`config.mk`:
```
export PLATFORM = sky130hd
export DESIGN_NAME = hazard_scoreboard_unit
export DESIGN_NICKNAME = d
export VERILOG_FILES = /design/src/rtl/hazard_scoreboard_unit.sv
export SDC_FILE = /design/constraint.sdc
export NUM_CORES = 1
export LEC_CHECK = 0
export ABC_AREA = 1
export CORE_ASPECT_RATIO = 1.2
export CORE_MARGIN = 2
export CORE_UTILIZATION = 50
export CTS_CLUSTER_DIAMETER = 60
export DETAILED_ROUTE_END_ITERATION = 10
export GPL_TIMING_DRIVEN = 0
export PLACE_DENSITY = 0.85
export REMOVE_ABC_BUFFERS = 1
export SETUP_SLACK_MARGIN = 0.5
export SLEW_MARGIN = 10
export SYNTH_ARGS = -nofsm -noshare
export SYNTH_HDL_FRONTEND = slang
export SYNTH_SLANG_ARGS = --single-unit
```
`constraint.sdc`:
```
create_clock -name clk_i -period 2.8 [get_ports clk_i]
set_clock_uncertainty 0.15 [all_clocks]
set_input_delay 0.56 -clock clk_i [delete_from_list [all_inputs] [get_ports clk_i]]
set_output_delay 0.56 -clock clk_i [all_outputs]
set_load 0.005 [all_outputs]
```
`src/rtl/hazard_scoreboard_unit.sv`:
```
// Hazard unit for the 5-stage pipeline with a multi-cycle unit beside EXE:
// EXE bypass selects, load-use / MC scoreboard stalls, flush control and a stall counter.
module hazard_scoreboard_unit #(
    parameter int unsigned ADDR_W        = 5,
    parameter int unsigned NUM_SRC       = 2,
    parameter int unsigned ALU_SRC_SEL_W = 2,
    parameter int unsigned MAX_MC        = 4,
    parameter int unsigned CNT_W         = 16
) (
    input  logic                             clk_i,
    input  logic                             rst_n_i,
    input  logic [NUM_SRC*ADDR_W-1:0]        rf_src_e_i,
    input  logic [ADDR_W-1:0]                rf_dst_m_i,
    input  logic                             rf_we_m_i,
    input  logic [ADDR_W-1:0]                rf_dst_w_i,
    input  logic                             rf_we_w_i,
    input  logic                             mc_wb_valid_i,
    input  logic [ADDR_W-1:0]                mc_wb_dst_i,
    output logic [NUM_SRC*ALU_SRC_SEL_W-1:0] alu_src_sel_o,
    input  logic [NUM_SRC*ADDR_W-1:0]        rf_src_d_i,
    input  logic [NUM_SRC-1:0]               src_used_d_i,
    input  logic [ADDR_W-1:0]                rf_dst_d_i,
    input  logic                             rf_we_d_i,
    input  logic                             is_mc_d_i,
    input  logic [ADDR_W-1:0]                rf_dst_e_i,
    input  logic                             mem2rf_e_i,
    input  logic                             mc_issue_e_i,
    input  logic                             pc_src_i,
    output logic                             latch_en_f_o,
    output logic                             latch_clear_f_o,
    output logic                             latch_clear_d_o,
    output logic                             latch_clear_e_o,
    output logic [2**ADDR_W-1:0]             mc_pending_o,
    output logic [$clog2(MAX_MC+1)-1:0]      mc_count_o,
    output logic [CNT_W-1:0]                 stall_cnt_o
);

    localparam int unsigned NREG     = 2**ADDR_W;
    localparam int unsigned MC_CNT_W = $clog2(MAX_MC+1);
    localparam logic [MC_CNT_W-1:0] MC_LIMIT = MC_CNT_W'(MAX_MC);

    logic            load_use;
    logic            raw_mc;
    logic            waw_mc;
    logic            mc_full;
    logic            stall;
    logic            issue_eff;
    logic [NREG-1:0] pending_nxt;

    // MEM has priority over the MC writeback, which is newer than the WB stage result.
    always_comb begin
        alu_src_sel_o = '0;
        for (int unsigned k = 0; k < NUM_SRC; k++) begin
            if (rf_src_e_i[k*ADDR_W +: ADDR_W] != '0) begin
                if (rf_we_m_i && rf_src_e_i[k*ADDR_W +: ADDR_W] == rf_dst_m_i)
                    alu_src_sel_o[k*ALU_SRC_SEL_W +: ALU_SRC_SEL_W] = ALU_SRC_SEL_W'(2);
                else if (mc_wb_valid_i && rf_src_e_i[k*ADDR_W +: ADDR_W] == mc_wb_dst_i)
                    alu_src_sel_o[k*ALU_SRC_SEL_W +: ALU_SRC_SEL_W] = ALU_SRC_SEL_W'(3);
                else if (rf_we_w_i && rf_src_e_i[k*ADDR_W +: ADDR_W] == rf_dst_w_i)
                    alu_src_sel_o[k*ALU_SRC_SEL_W +: ALU_SRC_SEL_W] = ALU_SRC_SEL_W'(1);
            end
        end
    end

    always_comb begin
        load_use = 1'b0;
        raw_mc   = 1'b0;
        for (int unsigned k = 0; k < NUM_SRC; k++) begin
            if (src_used_d_i[k] && rf_src_d_i[k*ADDR_W +: ADDR_W] != '0) begin
                if (mem2rf_e_i && rf_src_d_i[k*ADDR_W +: ADDR_W] == rf_dst_e_i)
                    load_use = 1'b1;
                if (mc_pending_o[rf_src_d_i[k*ADDR_W +: ADDR_W]] &&
                    !(mc_wb_valid_i && mc_wb_dst_i == rf_src_d_i[k*ADDR_W +: ADDR_W]))
                    raw_mc = 1'b1;
            end
        end
        waw_mc  = rf_we_d_i && rf_dst_d_i != '0 && mc_pending_o[rf_dst_d_i] &&
                  !(mc_wb_valid_i && mc_wb_dst_i == rf_dst_d_i);
        mc_full = is_mc_d_i && ((32'(mc_count_o) + 32'(mc_issue_e_i)) >= MAX_MC);
        stall   = load_use | raw_mc | waw_mc | mc_full;
    end

    assign latch_en_f_o    = ~stall | pc_src_i;
    assign latch_clear_d_o = stall | pc_src_i;
    assign latch_clear_f_o = pc_src_i;
    assign latch_clear_e_o = pc_src_i;

    // A flushed EXE op is wrong-path and never reaches the MC unit.
    assign issue_eff = mc_issue_e_i & ~pc_src_i;

    // Clear first so a same-cycle set of the same register wins.
    always_comb begin
        pending_nxt = mc_pending_o;
        if (mc_wb_valid_i && mc_wb_dst_i != '0)
            pending_nxt[mc_wb_dst_i] = 1'b0;
        if (issue_eff && rf_dst_e_i != '0)
            pending_nxt[rf_dst_e_i] = 1'b1;
        pending_nxt[0] = 1'b0;
    end

    always_ff @(posedge clk_i or negedge rst_n_i) begin
        if (!rst_n_i) begin
            mc_pending_o <= '0;
            mc_count_o   <= '0;
            stall_cnt_o  <= '0;
        end else begin
            mc_pending_o <= pending_nxt;
            if (issue_eff && !mc_wb_valid_i) begin
                if (mc_count_o != MC_LIMIT)
                    mc_count_o <= mc_count_o + MC_CNT_W'(1);
            end else if (!issue_eff && mc_wb_valid_i) begin
                if (mc_count_o != '0)
                    mc_count_o <= mc_count_o - MC_CNT_W'(1);
            end
            if (stall && !pc_src_i && stall_cnt_o != '1)
                stall_cnt_o <= stall_cnt_o + CNT_W'(1);
        end
    end

    mc_count_overflow: assert property (@(posedge clk_i) disable iff (!rst_n_i)
        !(issue_eff && !mc_wb_valid_i && mc_count_o == MC_LIMIT));

    mc_count_underflow: assert property (@(posedge clk_i) disable iff (!rst_n_i)
        !(mc_wb_valid_i && !issue_eff && mc_count_o == '0));

endmodule

```
==> run metrics <==
Max-Cap Viols 0; DRC 0; FF+latch count, synth 50; pre-CTS WS -1.75 ns; Pwr per Cell Area 440 nW/µm²; M1 wire length between 6 and 7 mm; Peak VDD IR between 0.4 and 0.5 mV; Reg2Reg Capture Point stall_cnt_o[2]; routed length per instance about 19 µm; CP Launch Type input port; final core occ between 60% and 70%; met3 WL post-DR 1.75 mm; Crit. End Element primary output; die area 9860 µm²; GR Util All Layers 33.8%; period utilization a little over nine tenths; Final Slew Violations 0; Synth Instances between 600 and 700; static leakage 2.83 nW; routability cong. 1.02; vias roughly 5,800; Nets 875; worst hold slack about 0.016 ns; synth top area cells dfrtp_1 (28%), nand2_1 (12%), nand3_1 (11%); Synth Cell Area roughly 4500 µm²; CP cell instances buf_16, clkinvlp_4, buf_6, nand2_2, nand3_2, nand3_4, nand3_2, nand3_2, nand3_2, nand2_2, nand2_4, nand3_4, nand2_1, buf_2; initial antenna violation count 0; Starting Density around half; Highest Clock Rate between 0.3 and 0.4 GHz; Inserted Clock Buffers 5; first-pass GRT wire length between 20 and 30 mm; # port buffers approximately 110; Placement Rows 38; final worst slack between 0.1 and 0.15 ns; top routing layer in use met4; Synth top area share between 20% and 30%; Initial DRC Count between 500 and 600; 1st-pass router iterations 6; Filler cells 788; Worst Path Max Fanout 5; CTS H-tree depth 2; Final ANT Viol Nets 0; Post-Place Cell Area between 5000 and 6000 µm²; largest net degree at the start of global routing 36; status finished clean; antenna cells 0; Setup crit end latch_en_f_o; min cycle time layout 2.65 ns; die height around 110 µm; placed insts 900; reg2reg setup slack roughly 0.45 ns; Yosys cell types 39; Critical path origin rf_src_d_i[5]; RSZ-0062 raised after global routing true; met2 WL about 8.4 mm; Setup CP Type input port to primary output; grt ovf 0; area leader, netlist dfrtp_1; slowest stage delay, CP around 0.18 ns; required time of the critical path 2.09 ns; final std cells w/o fill 936; critical path arrival roughly 1.9 ns; Final setup viols 0; worst-path cell with the longest stage delay buf_6; CTS Root Cell clkbuf_8; syn_area_per_cell 6.51 µm²; Ys Warns 0; CTS Sinks 50; top-level port count ~120; Clk Latency, worst-skew pair around 0.3 ns; drt via density 6.14; final hold vios 0; Tightest Hold Check Type input port to async pin; share of cells above drive strength 1 22.2%; clock-pin transition on the worst setup and hold timing paths about 0.09 ns; Final Cell Area 6230 µm²; Die X about 91 µm; hold buffers post-CTS 0; R2R cell count 8; Syn-to-layout area delta 37.2%; clk buf depth 2; post-synthesis sequential area ratio between 20% and 30%; placed wire-length estimate approximately 12 mm; TritonCTS clock tree done; Detailed Route WL around 17 mm; Max-slew headroom between 60% and 70%; Crit Reg-Reg Startpoint stall_cnt_o[0]; worst slew pin tran roughly 0.53 ns; most used cell along the critical path nand3_2; vias in the first global route 5,491; area of the core between 8000 and 9000 µm²
==> final cells by class <==
type / instances / area (µm²) / area share, %
Clock inverter: 2 / 12.5 / 0.201
Clock buffer: 6 / 82.6 / 1.33
Tap cell: 120 / 150 / 2.41
Timing Repair Buffer: 142 / 1370 / 22.0
Sequential cell: 50 / 1250 / 20.1
Inverter: 98 / 422 / 6.77
Multi-Input combinational cell: 517 / 2930 / 47.0
Timing Repair inverter: 1 / 7.51 / 0.121
==> worst max-delay path: cells and delay by family <==
family / cells / cell delay [ns]
buf+inv: 4 / 0.55
simple gates: 10 / 0.84
==> stage by stage <==
stage / power, W / TNS (ns)
5_1_grt: 0.00291 / 0
3_5_place_dp: 0.00216 / -24.34
4_1_cts: 0.00265 / 0
2_1_floorplan: 0.00153 / 0
3_3_place_gp: 0.00212 / -39.36
6_report: 0.00274 / 0
==> worst min path at each step <==
| stage | from | to |
|---|---|---|
| after global routing | rst_n_i | mc_pending_o[19] |
| after CTS | rst_n_i | mc_pending_o[22] |
| after global placement | stall_cnt_o[4] | stall_cnt_o[4] |
| final | rst_n_i | mc_pending_o[22] |
| after detailed placement | rst_n_i | mc_pending_o[20] |
| after floorplan | rst_n_i | mc_count_o[0] |
==> state kept, by name, summed over array words and instances, names as in the netlist <==
signal,flops
mc_count_o,3
mc_pending_o,31
stall_cnt_o,16
==> cells by family (layout without fill, tap and decap cells) <==
kind of cell	count (synthesis)	count (layout)	synth area share (%)
DFF	50	50	27.6
buffers and inverters	130	249	13.6
other	1	1	0.0826
and+or+nand+nor	349	349	35.8
AOI/OAI and AO/OA	142	142	17.7
adders and majority gates	3	3	0.992
xor gates and xnor gates	22	22	4.24
==> per-layer routing <==
| metal | up-vias | GRT usage, % |
|---|---|---|
| li1 | 2583 | - |
| met1 | 2647 | 40.9 |
| met2 | 428 | 58.8 |
| met3 | 92 | 4.32 |
| met4 | 0 | 18.1 |
| met5 | - | 0 |
==> Yosys cell counts (all sizes together) <==
master / number
a21oi: 25
fa: 1
a21boi: 2
dfrtp: 50
o22ai: 22
xnor2: 7
o211ai: 3
nor4: 2
nand2: 168
nand3b: 1
clkbuf: 5
xor2: 15
nor3: 15
o21ai: 75
conb: 1
o2111ai: 1
or4: 1
nand3: 103
nor2: 36
nand4: 23
clkinv: 1
a221oi: 11
ha: 2
buf: 27
o31ai: 3
inv: 97
==> cell usage in the layout, fill, tap and decap left out, types with 12 or more instances in the layout <==
master / instances
dfrtp_1: 49
nand3_2: 15
clkdlybuf4s50_1: 58
inv_2: 17
nand2_1: 140
o22ai_1: 17
dlygate4sd2_1: 13
nand4_1: 23
nand3_1: 85
o21ai_0: 71
xor2_1: 15
buf_2: 14
nor3_1: 12
nor2_1: 32
buf_4: 22
inv_1: 68
nand2_2: 27
a21oi_1: 21
==> power by group <==
group,internal [W],switching (W),leakage (nW)
clock network,0.000199,0.000244,0.0472
logic,0.000584,0.000673,2.12
registers,0.000854,0.000187,0.654
==> repair_timing <==
action                                  in CTS  in global routing
gates cloned                                 2                  1
pin swaps                                   24                 27
endpoints found under the setup margin      27                 33
resized for setup                          222                 89
setup buffers                               16                  9
(Power assumes the default switching activity.)
